--- src/rtl/q_learn_pkg.sv ---
// Shared types and constants for the Q-learning update pipeline.
// Latency: n/a (declarations only).
// Backpressure: n/a.
package q_learn_pkg;

  localparam int STATE_WIDTH  = 6;
  localparam int ACTION_WIDTH = 2;
  localparam int DATA_WIDTH   = 8;
  localparam int SUM_WIDTH    = 24;
  localparam int FRAC_SHIFT   = 8;
  localparam int CNT_WIDTH    = 16;
  localparam int Q_ADDR_WIDTH = STATE_WIDTH + ACTION_WIDTH;

  // Write-back sequencer states.
  typedef enum logic [1:0] {
    IDLE  = 2'd0,
    READ  = 2'd1,
    CMP   = 2'd2,
    WRITE = 2'd3
  } wb_state_e;

  // Q table is laid out state-major: each state owns a contiguous block of actions.
  function automatic logic [Q_ADDR_WIDTH-1:0] q_addr(
    input logic [STATE_WIDTH-1:0]  state,
    input logic [ACTION_WIDTH-1:0] action
  );
    return {state, action};
  endfunction

endpackage

--- src/rtl/q_writeback_stage_sat.sv ---
// q_saturate: drops FRAC_SHIFT fraction bits and clamps the result to DATA_WIDTH.
// Latency: combinational.
// Backpressure: none.
// Ports: i_sum (fixed-point sum) -> o_data (unsigned clamp), o_sat (clamp applied).
module q_saturate #(
  parameter int SUM_WIDTH  = q_learn_pkg::SUM_WIDTH,
  parameter int DATA_WIDTH = q_learn_pkg::DATA_WIDTH,
  parameter int FRAC_SHIFT = q_learn_pkg::FRAC_SHIFT
) (
  input  logic [SUM_WIDTH-1:0]  i_sum,
  output logic [DATA_WIDTH-1:0] o_data,
  output logic                  o_sat
);
  import q_learn_pkg::*;

  logic [SUM_WIDTH-1:0] shifted;

  assign shifted = i_sum >> FRAC_SHIFT;
  // Any set bit above the output width means the value does not fit.
  assign o_sat   = |shifted[SUM_WIDTH-1:DATA_WIDTH];
  assign o_data  = o_sat ? {DATA_WIDTH{1'b1}} : shifted[DATA_WIDTH-1:0];

endmodule

--- src/rtl/q_writeback_stage.sv ---
// q_writeback_stage: writes the saturated Q value and read-modify-writes the per-state Qmax.
// Latency: accept in cycle 0, table writes and o_done in cycle 3, ready again in cycle 4.
// Backpressure: o_ready is high only in IDLE; one update per 4 cycles, no overlap.
// Ports: i_valid/o_ready update handshake with i_state/i_action/i_sum/i_end_state;
//        o_q_* Q table write port; o_qm_addr/o_qm_we/i_qm_data Qmax port (write data = o_q_data);
//        o_done/o_sat/o_episode_done commit pulses; o_update_cnt committed-update count.
module q_writeback_stage #(
  parameter int STATE_WIDTH  = q_learn_pkg::STATE_WIDTH,
  parameter int ACTION_WIDTH = q_learn_pkg::ACTION_WIDTH,
  parameter int DATA_WIDTH   = q_learn_pkg::DATA_WIDTH,
  parameter int SUM_WIDTH    = q_learn_pkg::SUM_WIDTH,
  parameter int FRAC_SHIFT   = q_learn_pkg::FRAC_SHIFT,
  parameter int CNT_WIDTH    = q_learn_pkg::CNT_WIDTH
) (
  input  logic                                i_clk,
  input  logic                                i_rst_n,
  input  logic                                i_valid,
  output logic                                o_ready,
  input  logic [STATE_WIDTH-1:0]              i_state,
  input  logic [ACTION_WIDTH-1:0]             i_action,
  input  logic [SUM_WIDTH-1:0]                i_sum,
  input  logic [STATE_WIDTH-1:0]              i_end_state,
  output logic [STATE_WIDTH+ACTION_WIDTH-1:0] o_q_addr,
  output logic                                o_q_we,
  output logic [DATA_WIDTH-1:0]               o_q_data,
  output logic [STATE_WIDTH-1:0]              o_qm_addr,
  output logic                                o_qm_we,
  input  logic [DATA_WIDTH-1:0]               i_qm_data,
  output logic                                o_done,
  output logic                                o_sat,
  output logic                                o_episode_done,
  output logic [CNT_WIDTH-1:0]                o_update_cnt
);
  import q_learn_pkg::*;

  wb_state_e               fsm_q, fsm_d;
  logic                    accept;
  logic [STATE_WIDTH-1:0]  state_q, end_q;
  logic [ACTION_WIDTH-1:0] action_q;
  logic [DATA_WIDTH-1:0]   qv_q, sat_data;
  logic                    sat_q, sat_flag;
  logic                    upd_max_q;
  logic [CNT_WIDTH-1:0]    cnt_q;

  q_saturate #(
    .SUM_WIDTH  (SUM_WIDTH),
    .DATA_WIDTH (DATA_WIDTH),
    .FRAC_SHIFT (FRAC_SHIFT)
  ) u_sat (
    .i_sum  (i_sum),
    .o_data (sat_data),
    .o_sat  (sat_flag)
  );

  assign accept = (fsm_q == IDLE) && i_valid;

  // State register.
  always_ff @(posedge i_clk or negedge i_rst_n) begin
    if (!i_rst_n) fsm_q <= IDLE;
    else          fsm_q <= fsm_d;
  end

  // Next-state logic: fixed walk through the read-compare-write sequence.
  always_comb begin
    fsm_d = fsm_q;
    unique case (fsm_q)
      IDLE:    if (i_valid) fsm_d = READ;
      READ:    fsm_d = CMP;
      CMP:     fsm_d = WRITE;
      WRITE:   fsm_d = IDLE;
      default: fsm_d = IDLE;
    endcase
  end

  // Captured update, Qmax comparison and commit counter.
  always_ff @(posedge i_clk or negedge i_rst_n) begin
    if (!i_rst_n) begin
      state_q   <= '0;
      action_q  <= '0;
      end_q     <= '0;
      qv_q      <= '0;
      sat_q     <= 1'b0;
      upd_max_q <= 1'b0;
      cnt_q     <= '0;
    end else begin
      if (accept) begin
        state_q  <= i_state;
        action_q <= i_action;
        end_q    <= i_end_state;
        qv_q     <= sat_data;
        sat_q    <= sat_flag;
      end
      if (fsm_q == CMP) begin
        // Strictly greater: an equal value leaves Qmax untouched.
        upd_max_q <= (qv_q > i_qm_data);
        // Advance on entry to WRITE so the count already includes the
        // update being committed while o_done is high.
        cnt_q     <= cnt_q + 1'b1;
      end
    end
  end

  // Output decode: every strobe comes straight from the state register.
  always_comb begin
    o_ready        = 1'b0;
    o_q_we         = 1'b0;
    o_qm_we        = 1'b0;
    o_done         = 1'b0;
    o_sat          = 1'b0;
    o_episode_done = 1'b0;
    unique case (fsm_q)
      IDLE: o_ready = 1'b1;
      WRITE: begin
        o_q_we         = 1'b1;
        o_qm_we        = upd_max_q;
        o_done         = 1'b1;
        o_sat          = sat_q;
        o_episode_done = (state_q == end_q);
      end
      default: ;
    endcase
  end

  // Addresses and data only change on accept, so they hold between updates.
  assign o_q_addr     = q_addr(state_q, action_q);
  assign o_qm_addr    = state_q;
  assign o_q_data     = qv_q;
  assign o_update_cnt = cnt_q;

endmodule

--- config.mk ---
export PLATFORM = sky130hd
export DESIGN_NAME = q_writeback_stage
export DESIGN_NICKNAME = d
export VERILOG_FILES = /design/src/rtl/q_learn_pkg.sv /design/src/rtl/q_writeback_stage_sat.sv /design/src/rtl/q_writeback_stage.sv
export SDC_FILE = /design/constraint.sdc
export NUM_CORES = 1
export LEC_CHECK = 0
export CAP_MARGIN = 25
export CORE_MARGIN = 1
export CORE_UTILIZATION = 35
export CTS_BUF_LIST = sky130_fd_sc_hd__clkbuf_8
export CTS_CLUSTER_SIZE = 24
export DETAILED_ROUTE_END_ITERATION = 10
export PLACE_DENSITY = 0.69
export SYNTH_ARGS = -nofsm -noshare
export SYNTH_HDL_FRONTEND = slang
export SYNTH_SLANG_ARGS = --single-unit
--- constraint.sdc ---
create_clock -name i_clk -period 2 [get_ports i_clk]
set_input_delay 0.4 -clock i_clk [delete_from_list [all_inputs] [get_ports i_clk]]
set_output_delay 0.4 -clock i_clk [all_outputs]
set_load 0.05 [all_outputs]
# Yosys cells after proc, flatten, opt, wreduce, memory -nomap -nowiden
# Index checks and enable logic that the tools add are counted.
[word_totals]
ff_bits = 42
in_bits = 49
out_inout_bits = 44
elab_cells = 26
[classes]
addsub = 1
order_cmp = 1
eq_ne = 5
n_mux = 8
reduce_logical = 3
[op_table]
columns = ["op", "n"]
rows = [
  ["$add A16 B1 Y16 const B", 1],
  ["$gt A8 B8 Y1", 1],
  ["$mux W8", 1],
  ["$pmux W2 S4", 1],
  ["$reduce_or A8 Y1", 1],
  ["$eq A6 B6 Y1", 1],
  ["$mux W1", 5],
  ["$eq A2 B2 Y1 const B", 2],
  ["$eq A2 B1 Y1 const B", 1],
  ["$logic_not A2 Y1", 1],
  ["$mux W2", 1],
  ["$ne A2 B2 Y1 const B", 1],
  ["$logic_and A1 B1 Y1", 1],
]

# Longest topological paths before layout
# Gate-level depths: netlist (run 1).
[depth]
depth_word = 2
depth_mapped = 7
ltp_nobuf = 6

# Hierarchy
# From an unflattened synthesis (run 1), not the netlist that was laid out.
[hier_totals]
hier_cells = 175
hier_area_um2 = 2142.1
[by_module_without_submodules]
columns = ["module", "n_inst", "cells_each", "area_per_inst_um2", "seq_area_each_um2"]
rows = [
  ["q_writeback_stage", 1, 164, 2053.2, 1051.0],
  ["q_saturate", 1, 11, 88.8, 0.0],
]

# Least setup slack after synthesis (run 1)
# No wires, ideal clock.
[synth_timing]
path_type = "register to output"
from = "register fsm_q[0]"
to = "output port o_episode_done"
arrival_ns = 2.473
t_required_ns = 1.600
path_slack_ns = -0.873
path_stages_with_launch = 4
path_buffers = 0
path_cell_list = "dfrtp_1 > ha_1 > nand4_1 > nor4_1"
[synth_between]
elab_chain_cells = 2
[synth_lines]
columns = ["element", "line_no", "source"]
rows = [
  ["from (decl)", "q_writeback_stage.sv:36", "wb_state_e fsm_q, fsm_d;"],
  ["from (signal assigned)", "q_writeback_stage.sv:60", "else fsm_q <= fsm_d;"],
  ["$eq A2 B2 Y1", "q_writeback_stage.sv:111", "unique case (fsm_q)"],
  ["$mux W1", "q_writeback_stage.sv:111", ""],
  ["to (decl)", "q_writeback_stage.sv:31", "output logic o_episode_done,"],
]
# Every way passes these cells.

# Worst setup path in the final report (run 1)
[layout_timing]
from = "register cnt_q[12], in the netlist o_update_cnt[12]"
to = "output port o_update_cnt[12]"
[layout_lines]
columns = ["element", "line_no", "source"]
rows = [
  ["from (decl)", "q_writeback_stage.sv:43", "logic [CNT_WIDTH-1:0] cnt_q;"],
  ["from (signal assigned)", "q_writeback_stage.sv:98", "cnt_q <= cnt_q + 1'b1;"],
  ["to (decl)", "q_writeback_stage.sv:32", "output logic [CNT_WIDTH-1:0] o_update_cnt"],
]
# No word-level cell between the ends.

==> qor.yml, run 1 <==
placed_design:
  buffer_ports.inserted: 84
  estimated_wirelength_of_the_detail_placed_design_um: 3410
  finalWeightedCongestion: 0.717
  numPlacedInstances: 347
  dpl_worst_slack_ps: 92.3
setup_path:
  worstSetupEndpointType: "primary output"
  criticalPathCategory: "reg -> out"
  worst_ep_required_time_ps: 1600
  cpMaxStageDelayCell: "sky130_fd_sc_hd__clkdlybuf4s50_1"
  timing.critical_path.max_delay_family: "buffers and inverters"
  worstPathArrival_ps: 1530
  cp.buffers_inverters: 1
  worstSetupStartpoint: "o_update_cnt[12]$_DFFE_PN0P_"
  critPathLaunchType: "register"
  worstReg2RegEnd: "o_q_data[1]$_DFFE_PN0P_"
  cp_max_fo: 4
  endpoint: "o_update_cnt[12]"
  r2r_cells: 6
  worst-path-stages: 1
  worst_path_largest_cell_delay_ps: 830
  setup.reg_to_reg.worst_slack_ps: 230
  crit_chain: "clkdlybuf4s50_1"
  worstReg2RegStart: "fsm_q[0]$_DFFE_PN0P_"
clock_tree:
  buffer_type_at_the_clock_tree_root: "sky130_fd_sc_hd__clkbuf_8"
  clk_path_buf_depth: 2
  ctsHtreeMaxLevel: 2
  clock_sinks: 42
  cts.clk_slew.worst_paths_ps: 80
  worst_skew_pair.late_latency_ps: 290
  cts_inserted_buffers: 5
  tritoncts_clock_tree: "built"
sta:
  finalSetupViolations: 0
  min_tclk_post_route_ps: 1930
  tns_ps: 0
  tightestPinTransition_ps: 539
  fmaxAchievable_mhz: 517
  final.setup_skew_ps: 2.45
  relSlewSlack: 0.640
  layout_setup_ws_ps: 65.8
  setup_repair_after_global_routing_missed_its_margin: "no"
  final_max_slew_viol_count: 0
  worst_hold_slack_ps: 467
  fin_crit_sh: 0.967
  hold_violations: 0
routing:
  post-route-drc-count: 0
  wl_um: 4490
  drt_pre_antenna_iters: 4
  drtAntennaViolNets: 0
  first_iter_violations: 39
  dr_vias_cell: 4.62
  detailroute.via_count: 1650
  route.detailed.wl_per_inst_um: 12.6
global_routing:
  grt_overflow_total: 0
  first_global_vias: 1617
  antenna_found_initial: 0
  track_usage: 0.158
  grt_first_pass_wirelength_um: 7550
  grt_max_degree: 23
min_path:
  hold_critical_path_depth: 1
  hold_path_class: "reg -> reg"
job:
  max_cap_viol_count: 0
floorplanning:
  design.core.area_um2: 5610
  rows: 27
  chipWidth_um: 78.8
  dieArea_um2: 6210
  floorplan.initialDensity: 0.368
  floorplan.io_pins: 93
  die_height_um: 78.8
yosys:
  synth_sequential_area_ratio: 0.509
  synth_cell_type_count: 31
  synth_fp_nets: 260
  netlist_area_um2: 2070
  synthesis.instances: 199
  yosys_warnings: 0
  yosys_register_bits: 42
  postSynthAreaPerCell_um2: 10.4
pwr:
  power_density_nw_per_um2: 1320
  vdd_drop_max_v: 0.000853
  cell_leakage_power_uw: 0.00145
finish:
  finalNonFillerCells: 357
  num-nets-final: 345
  antenna_cells: 0
  final_cell_mix: "sky130_fd_sc_hd__clkdlybuf4s50_1 (69), sky130_fd_sc_hd__nand2_1 (48), sky130_fd_sc_hd__dfrtp_1 (39), sky130_fd_sc_hd__xnor2_1 (14), sky130_fd_sc_hd__inv_1 (13)"
  most_common_library_cell_in_the_layout_ignoring_fill_and_taps: "sky130_fd_sc_hd__clkdlybuf4s50_1"
  final_layout_size_suffix_gt1_frac: 0.130
  syn2layout_area_growth_pct: 51.1
run_status:
  run_status: "complete, no violations"
worst min path at each step:
stage	end	slack, ps	from
finish	o_update_cnt[15]$_DFFE_PN0P_	470	o_update_cnt[15]$_DFFE_PN0P_
global route	o_update_cnt[10]$_DFFE_PN0P_	500	o_update_cnt[10]$_DFFE_PN0P_
CTS	o_update_cnt[15]$_DFFE_PN0P_	480	o_update_cnt[15]$_DFFE_PN0P_
detailed placement	o_update_cnt[4]$_DFFE_PN0P_	310	i_rst_n
global placement	o_update_cnt[3]$_DFFE_PN0P_	310	i_rst_n
floorplan	action_q[0]$_DFFE_PN0P_	100	i_rst_n
cells in the mapped netlist:
library cell	instances	area share
sky130_fd_sc_hd__buf_6	1	0.0055
sky130_fd_sc_hd__nand3_1	5	0.012
sky130_fd_sc_hd__a21oi_1	6	0.015
sky130_fd_sc_hd__nand2_1	48	0.087
sky130_fd_sc_hd__o22a_1	7	0.030
sky130_fd_sc_hd__and3_1	1	0.0030
sky130_fd_sc_hd__and4bb_4	1	0.0079
sky130_fd_sc_hd__mux2_2	1	0.0055
sky130_fd_sc_hd__nand3_2	3	0.015
sky130_fd_sc_hd__xor2_1	7	0.030
sky130_fd_sc_hd__buf_2	2	0.0048
sky130_fd_sc_hd__ha_1	12	0.073
sky130_fd_sc_hd__and3_2	1	0.0036
sky130_fd_sc_hd__o221a_2	1	0.0055
sky130_fd_sc_hd__nor4_1	3	0.0091
sky130_fd_sc_hd__nand4_1	5	0.015
sky130_fd_sc_hd__and3_4	1	0.0055
sky130_fd_sc_hd__inv_1	12	0.022
sky130_fd_sc_hd__and2_1	3	0.0091
sky130_fd_sc_hd__nor2_1	6	0.011
sky130_fd_sc_hd__clkbuf_1	2	0.0036
sky130_fd_sc_hd__buf_4	7	0.025
sky130_fd_sc_hd__o21ai_0	1	0.0024
sky130_fd_sc_hd__nor3_2	1	0.0048
sky130_fd_sc_hd__dfrtp_1	42	0.51
sky130_fd_sc_hd__o211ai_1	2	0.0073
sky130_fd_sc_hd__nand4_4	1	0.010
sky130_fd_sc_hd__o21a_1	1	0.0036
sky130_fd_sc_hd__xnor2_1	14	0.059
sky130_fd_sc_hd__nor2b_1	1	0.0030
sky130_fd_sc_hd__o31ai_1	1	0.0036
report_power, final:
| group | total, uW | switching, uW | leakage, uW | internal, uW |
|---|---|---|---|---|
| Combinational | 2230 | 1400 | 0.000903 | 835 |
| Clock | 560 | 287 | 0.0000524 | 274 |
| Sequential | 1320 | 239 | 0.000498 | 1080 |
| Total | 4110 | 1920 | 0.00145 | 2190 |
sequential cells by signal, summed over array words and instances (netlist names):
signal,cells
action_q,2
end_q,6
fsm_q,2
o_q_data,8
o_qm_addr,6
o_update_cnt,16
sat_q,1
upd_max_q,1
metrics by stage:
stage / utilization / instance area, um2 / total power [uW]
floorplan: - / 2090 / 2860
CTS: 0.553 / 3100 / 4160
finish: 0.556 / 3120 / 4110
detailed placement: 0.533 / 2990 / 3570
global route: 0.556 / 3120 / 4360
global placement: 0.533 / 2990 / 3530
metal layers:
metal / global-route usage / vias up / wire length [um]
met5: 0 / - / 0
met4: 0.0491 / 0 / 62
met3: 0.0494 / 7 / 286
met2: 0.244 / 58 / 2000
met1: 0.210 / 765 / 2140
li1: - / 820 / -
final cells by class:
| class | instances | area (um2) |
|---|---|---|
| Multi-Input combinational cell | 133 | 916 |
| Tap cell | 72 | 90.1 |
| Clock inverter | 2 | 8.76 |
| Timing Repair Buffer | 90 | 923 |
| Fill cell | 521 | 2490 |
| Sequential cell | 42 | 1050 |
| Clock buffer | 6 | 82.6 |
| Inverter | 12 | 45.0 |
kinds of logic after synthesis:
group,synth area share
AO/OA/AOI/OAI,0.0666
XOR/XNOR,0.0890
adder cells (fa/ha/maj),0.0727
buffers and inverters,0.0612
flip-flops,0.509
multiplexers,0.00545
AND/OR/NAND/NOR,0.196
repair_timing:
action / in CTS / in global routing
endpoints found under the hold margin: 13 / 0
endpoints found under the setup margin: 1 / 6
setup buffers: 0 / 1
resized for setup: 1 / 5
hold buffers: 1 / 0
pin swaps: 0 / 2
Note: power is estimated with default switching activity, not from simulation.
==> run 2: changes to the inputs <==
--- a/config.mk
+++ b/config.mk
@@ -9,9 +9,9 @@
 export CORE_MARGIN = 1
 export CORE_UTILIZATION = 35
 export CTS_BUF_LIST = sky130_fd_sc_hd__clkbuf_8
-export CTS_CLUSTER_SIZE = 24
 export DETAILED_ROUTE_END_ITERATION = 10
 export PLACE_DENSITY = 0.69
+export SETUP_SLACK_MARGIN = 0.2
 export SYNTH_ARGS = -nofsm -noshare
 export SYNTH_HDL_FRONTEND = slang
 export SYNTH_SLANG_ARGS = --single-unit
==> qor.yml, run 2 (same netlist as run 1, synthesis figures left out) <==
routing:
  detailroute.via_count: 1673  # was 1,650
  drtAntennaViolNets: 0  # unchanged
  route.detailed.wl_per_inst_um: 13.2  # was 12.6 um
  wl_um: 4720  # was 4490 um
  first_iter_violations: 36  # was 39
  post-route-drc-count: 0  # unchanged
  drt_pre_antenna_iters: 4  # unchanged
  dr_vias_cell: 4.67  # was 4.62
floorplanning:
  design.core.area_um2: 5610  # unchanged
  chipWidth_um: 78.8  # unchanged
  floorplan.initialDensity: 0.368  # unchanged
  rows: 27  # unchanged
  dieArea_um2: 6210  # unchanged
  floorplan.io_pins: 93  # unchanged
  die_height_um: 78.8  # unchanged
placed_design:
  finalWeightedCongestion: 0.720  # was 0.717
  buffer_ports.inserted: 84  # unchanged
  estimated_wirelength_of_the_detail_placed_design_um: 3450  # was 3410 um
setup_path:
  criticalPathCategory: "reg -> out"  # unchanged
  worst-path-stages: 4  # was 1
  worstReg2RegEnd: "o_update_cnt[13]$_DFFE_PN0P_"  # was o_q_data[1]$_DFFE_PN0P_
  worstReg2RegStart: "fsm_q[0]$_DFFE_PN0P_"  # unchanged
  worst_ep_required_time_ps: 1600  # about the same
  worstSetupStartpoint: "o_qm_addr[0]$_DFFE_PN0P_"  # was o_update_cnt[12]$_DFFE_PN0P_
  cpMaxStageDelayCell: "sky130_fd_sc_hd__dfrtp_2"  # was sky130_fd_sc_hd__clkdlybuf4s50_1
  timing.critical_path.max_delay_family: "flip-flops"  # was buffers and inverters
  cp.buffers_inverters: 1  # unchanged
  r2r_cells: 7  # was 6
  crit_chain: "xnor2_1 -> nand4_1 -> nor4_4 -> buf_12"  # was clkdlybuf4s50_1
  cp_max_fo: 4  # unchanged
  worst_path_largest_cell_delay_ps: 440  # was 830 ps
  critPathLaunchType: "register"  # unchanged
  endpoint: "o_episode_done"  # was o_update_cnt[12]
  worstPathArrival_ps: 1460  # was 1530 ps
  setup.reg_to_reg.worst_slack_ps: 290  # was 230 ps
  worstSetupEndpointType: "primary output"  # unchanged
global_routing:
  grt_use_met1: 0.198  # was 0.210
  first_global_vias: 1717  # was 1,617
  antenna_found_initial: 0  # unchanged
  groute.layer.met3.usage: 0.0448  # was 0.0494
  grt_first_pass_wirelength_um: 7730  # was 7550 um
  grt_use_met2: 0.276  # was 0.244
  global_route.peak_usage_layer: "met2"  # unchanged
  grt_overflow_total: 0  # unchanged
  grt_max_degree: 23  # unchanged
  track_usage: 0.163  # was 0.158
finish:
  num-nets-final: 346  # was 345
  fillerInstances: 527  # was 521
  utilization: 0.561  # was 0.556
  flip_flop_count_of_the_largest_register_all_copies_and_words_added: 16  # unchanged
  final_cell_mix: "sky130_fd_sc_hd__nand2_1 (48), sky130_fd_sc_hd__clkdlybuf4s50_1 (39), sky130_fd_sc_hd__dfrtp_1 (37), sky130_fd_sc_hd__dlygate4sd2_1 (33), sky130_fd_sc_hd__xnor2_1 (14)"  # was sky130_fd_sc_hd__clkdlybuf4s50_1 (69), sky130_fd_sc_hd__nand2_1 (48), sky130_fd_sc_hd__dfrtp_1 (39), sky130_fd_sc_hd__xnor2_1 (14), sky130_fd_sc_hd__inv_1 (13)
  final_layout_size_suffix_gt1_frac: 0.164  # was 0.130
  antenna_cells: 0  # unchanged
  most_common_library_cell_in_the_layout_ignoring_fill_and_taps: "sky130_fd_sc_hd__nand2_1"  # was sky130_fd_sc_hd__clkdlybuf4s50_1
  syn2layout_area_growth_pct: 52.3  # was 51.1%
pwr:
  cell_leakage_power_uw: 0.00148  # was 0.00145 uW
  vdd_drop_max_v: 0.000733  # was 0.000853 V
  power_density_nw_per_um2: 1350  # was 1320 nW/um2
sta:
  setup_repair_after_global_routing_missed_its_margin: "yes"  # was no
  fmaxAchievable_mhz: 538  # was 517 MHz
  tns_ps: 0  # unchanged
  fin_crit_sh: 0.930  # was 0.967
  tightestPinTransition_ps: 529  # was 539 ps
  finalSetupViolations: 0  # unchanged
  min_tclk_post_route_ps: 1860  # was 1930 ps
  final.setup_skew_ps: 7.20  # was 2.45 ps
  final_max_slew_viol_count: 0  # unchanged
  relSlewSlack: 0.647  # was 0.640
  hold_violations: 0  # unchanged
clock_tree:
  clock_sinks: 42  # unchanged
  tritoncts_clock_tree: "built"  # unchanged
  cts.clk_slew.worst_paths_ps: 90  # was 80 ps
  cts_inserted_buffers: 5  # unchanged
  worst_skew_pair.late_latency_ps: 300  # was 290 ps
  buffer_type_at_the_clock_tree_root: "sky130_fd_sc_hd__clkbuf_8"  # unchanged
  clk_path_buf_depth: 2  # unchanged
  ctsHtreeMaxLevel: 2  # unchanged
run_status:
  run_status: "complete, no violations"  # unchanged
job:
  max_cap_viol_count: 0  # unchanged
min_path:
  hold_path_class: "in -> async"  # was reg -> reg
==> run 2: area by class of cell <==
cell class	count	area, um2	share of cell area
Clock buffer	5	68.8	0.0219
Clock inverter	3	45.0	0.0143
Inverter	12	45.0	0.0143
Multi-Input combinational cell	133	957	0.304
Sequential cell	42	1060	0.336
Tap cell	72	90.1	0.0286
Timing Repair Buffer	91	882	0.280
==> run 2: metal layers <==
metal | wire length, um | share of wire | vias up
li1 | - | - | 823
met1 | 2090 | 0.44 | 785
met2 | 2290 | 0.49 | 57
met3 | 271 | 0.057 | 8
met4 | 64 | 0.014 | 0
met5 | 0 | 0 | -
==> run 2: timing repair <==
item	4_1_cts	5_1_grt
setup endpoints to repair	34	16
setup buffers	3	0
pin swaps	3	1
gates resized for setup	33	6
hold buffers	0	0
==> run 2: how the worst min path moves through the flow <==
stage | to | slack [ps]
floorplan | action_q[0]$_DFFE_PN0P_ | 100
global route | sat_q$_DFFE_PN0P_ | 110
CTS | o_update_cnt[4]$_DFFE_PN0P_ | 90
global placement | o_update_cnt[3]$_DFFE_PN0P_ | 410
finish | sat_q$_DFFE_PN0P_ | 70
detailed placement | o_update_cnt[4]$_DFFE_PN0P_ | 410
==> run 2: power breakdown <==
part	internal [uW]	switching (uW)	total, uW	leakage, uW
logic	799	1440	2240	0.000930
clock network	371	309	680	0.0000504
registers	1090	241	1330	0.000496
total	2260	1990	4250	0.00148
==> run 2: per-stage QoR <==
| step | instance area (um2) | hold slack, ps | setup slack (ps) | instances | total power [uW] |
|---|---|---|---|---|---|
| 6_report | 3150 | 68.3 | 141 | 358 | 4250 |
| 5_1_grt | 3150 | 110 | 70.2 | 358 | 4470 |
| 4_1_cts | 3110 | 86.5 | 136 | 358 | 4240 |
| 3_5_place_dp | 3010 | 415 | 83.4 | 347 | 3610 |
| 3_3_place_gp | 3010 | 407 | 92.5 | 347 | 3560 |
| 2_1_floorplan | 2100 | 104 | 147 | 199 | 2890 |
==> run 3: changes to the inputs <==
--- a/config.mk
+++ b/config.mk
@@ -7,10 +7,10 @@
 export LEC_CHECK = 0
 export CAP_MARGIN = 25
 export CORE_MARGIN = 1
-export CORE_UTILIZATION = 35
+export CORE_UTILIZATION = 43
 export CTS_BUF_LIST = sky130_fd_sc_hd__clkbuf_8
 export DETAILED_ROUTE_END_ITERATION = 10
-export PLACE_DENSITY = 0.69
+export PLACE_DENSITY = 0.82
 export SETUP_SLACK_MARGIN = 0.2
 export SYNTH_ARGS = -nofsm -noshare
 export SYNTH_HDL_FRONTEND = slang
==> qor.yml, run 3 (same netlist as run 1, synthesis figures left out) <==
run_status:
  run_status: "finished, violations left"  # was complete, no violations
  failed_checks: "design-rule violations"
sta:
  final_max_slew_viol_count: 0  # unchanged
  tightestPinTransition_ps: 793  # was 529 ps
  fmaxAchievable_mhz: 532  # was 538 MHz
  final.setup_skew_ps: 4.90  # was 7.20 ps
  setup_repair_after_global_routing_missed_its_margin: "yes"  # unchanged
  relSlewSlack: 0.471  # was 0.647
  finalSetupViolations: 0  # unchanged
  min_tclk_post_route_ps: 1880  # was 1860 ps
  tns_ps: 0  # unchanged
  layout_setup_ws_ps: 120  # was 141 ps
  hold_violations: 0  # unchanged
  fin_crit_sh: 0.940  # was 0.930
routing:
  route.detailed.wl_per_inst_um: 13.8  # was 13.2 um
  dr_vias_cell: 5.06  # was 4.67
  post-route-drc-count: 6  # was 0
  wl_um: 4670  # was 4720 um
  drtAntennaViolNets: 0  # unchanged
  drt_pre_antenna_iters: 9  # was 4
  detailroute.via_count: 1716  # was 1,673
  first_iter_violations: 46  # was 36
setup_path:
  worstReg2RegEnd: "o_update_cnt[13]$_DFFE_PN0P_"  # unchanged
  cp_max_fo: 4  # unchanged
  worstPathArrival_ps: 1480  # was 1460 ps
  timing.critical_path.max_delay_family: "flip-flops"  # unchanged
  worst_path_largest_cell_delay_ps: 440  # about the same
  cpMaxStageDelayCell: "sky130_fd_sc_hd__dfrtp_2"  # unchanged
  setup.reg_to_reg.worst_slack_ps: 210  # was 290 ps
  worstReg2RegStart: "fsm_q[0]$_DFFE_PN0P_"  # unchanged
  crit_chain: "xnor2_1 -> nand4_1 -> nor4_4 -> buf_12"  # unchanged
  criticalPathCategory: "reg -> out"  # unchanged
  worst_ep_required_time_ps: 1600  # about the same
  worstSetupEndpointType: "primary output"  # unchanged
  critPathLaunchType: "register"  # unchanged
  cp.buffers_inverters: 1  # unchanged
  r2r_cells: 7  # unchanged
floorplanning:
  floorplan.initialDensity: 0.462  # was 0.368
  die_height_um: 71.3  # was 78.8 um
  floorplan.io_pins: 93  # unchanged
  dieArea_um2: 5090  # was 6210 um2
  design.core.area_um2: 4470  # was 5610 um2
  rows: 24  # was 27
  chipWidth_um: 71.3  # was 78.8 um
clock_tree:
  cts_inserted_buffers: 5  # unchanged
  cts.clk_slew.worst_paths_ps: 80  # was 90 ps
  buffer_type_at_the_clock_tree_root: "sky130_fd_sc_hd__clkbuf_8"  # unchanged
  worst_skew_pair.late_latency_ps: 300  # about the same
  ctsHtreeMaxLevel: 2  # unchanged
  tritoncts_clock_tree: "built"  # unchanged
  clk_path_buf_depth: 2  # unchanged
  holdBufCountCts: 0  # unchanged
  clock_sinks: 42  # unchanged
placed_design:
  dpl_worst_slack_ps: 102  # was 83.4 ps
  buffer_ports.inserted: 84  # unchanged
  estimated_wirelength_of_the_detail_placed_design_um: 3480  # was 3450 um
  finalWeightedCongestion: 0.759  # was 0.720
pwr:
  cell_leakage_power_uw: 0.00148  # about the same
  vdd_drop_max_v: 0.000861  # was 0.000733 V
  power_density_nw_per_um2: 1360  # was 1350 nW/um2
job:
  max_cap_viol_count: 0  # unchanged
finish:
  final_layout_size_suffix_gt1_frac: 0.157  # was 0.164
  most_common_library_cell_in_the_layout_ignoring_fill_and_taps: "sky130_fd_sc_hd__nand2_1"  # unchanged
  antenna_cells: 0  # unchanged
  fillerInstances: 355  # was 527
  final_cell_mix: "sky130_fd_sc_hd__nand2_1 (48), sky130_fd_sc_hd__clkdlybuf4s50_1 (39), sky130_fd_sc_hd__dfrtp_1 (37), sky130_fd_sc_hd__dlygate4sd2_1 (35), sky130_fd_sc_hd__xnor2_1 (14)"  # was sky130_fd_sc_hd__nand2_1 (48), sky130_fd_sc_hd__clkdlybuf4s50_1 (39), sky130_fd_sc_hd__dfrtp_1 (37), sky130_fd_sc_hd__dlygate4sd2_1 (33), sky130_fd_sc_hd__xnor2_1 (14)
  flip_flop_count_of_the_largest_register_all_copies_and_words_added: 16  # unchanged
  syn2layout_area_growth_pct: 50.3  # was 52.3%
  num-nets-final: 347  # was 346
global_routing:
  grt_max_degree: 37  # was 23
  grt_first_pass_wirelength_um: 7650  # was 7730 um
  antenna_found_initial: 0  # unchanged
  track_usage: 0.195  # was 0.163
  first_global_vias: 1713  # was 1,717
  grt_overflow_total: 0  # unchanged
min_path:
  hold_path_class: "in -> async"  # unchanged
==> run 3: changes by cell type in the layout (fill, tap and decap cells not counted), sizes merged <==
cell         previous run  this run
dlygate4sd2            33        35
buf                    19        18
==> run 3: worst register-to-register path: cells and delay by family, from the launching register on <==
kind / cells / cell delay, ps
AND/OR/NAND/NOR: 3 / 610
flip-flops: 1 / 420
buffers and inverters: 2 / 260
adder cells (fa/ha/maj): 1 / 250
XOR/XNOR: 1 / 140
==> run 3: power breakdown <==
group	switching, uW	internal, uW	total (uW)
Combinational	1440	779	2220
Clock	305	371	677
Sequential	237	1090	1320
==> run 3: final cells by class <==
type	count	area, um2	share of cell area
Multi-Input combinational cell	133	945	0.304
Tap cell	52	65.1	0.0210
Inverter	12	45.0	0.0145
Timing Repair Buffer	92	880	0.283
Clock buffer	5	68.8	0.0222
Clock inverter	3	45.0	0.0145
Sequential cell	42	1060	0.340
==> run 3: what timing repair did <==
item / in CTS / in global routing
setup buffers: 3 / 0
endpoints found under the setup margin: 36 / 13
pin swaps: 3 / 1
resized for setup: 35 / 4
==> run 3: worst max path at each step <==
stage	cells past startpoint	to	start	slack, ps
after global routing	4	o_episode_done	o_qm_addr[2]$_DFFE_PN0P_	30
after detailed placement	7	upd_max_q$_DFFE_PN0P_	i_qm_data[1]	100
after floorplan	3	o_episode_done	o_qm_addr[0]$_DFFE_PN0P_	150
after CTS	4	o_episode_done	o_qm_addr[2]$_DFFE_PN0P_	110
final	4	o_episode_done	o_qm_addr[2]$_DFFE_PN0P_	120
after global placement	7	upd_max_q$_DFFE_PN0P_	i_qm_data[1]	100
==> run 3: metal layers <==
metal,routed length (um),GRT usage
met4,93,0.0800
met5,0,0
met3,338,0.0605
met1,1920,0.218
met2,2310,0.344
==> run 3: through the flow <==
step	area [um2]	power [uW]	util	hold WS (ps)	instances
4_1_cts	3080	4220	0.688	201	339
2_1_floorplan	2100	2890	-	104	199
5_1_grt	3110	4440	0.694	241	339
6_report	3110	4220	0.694	182	339
3_3_place_gp	2990	3560	0.668	461	328
3_5_place_dp	2990	3600	0.668	472	328
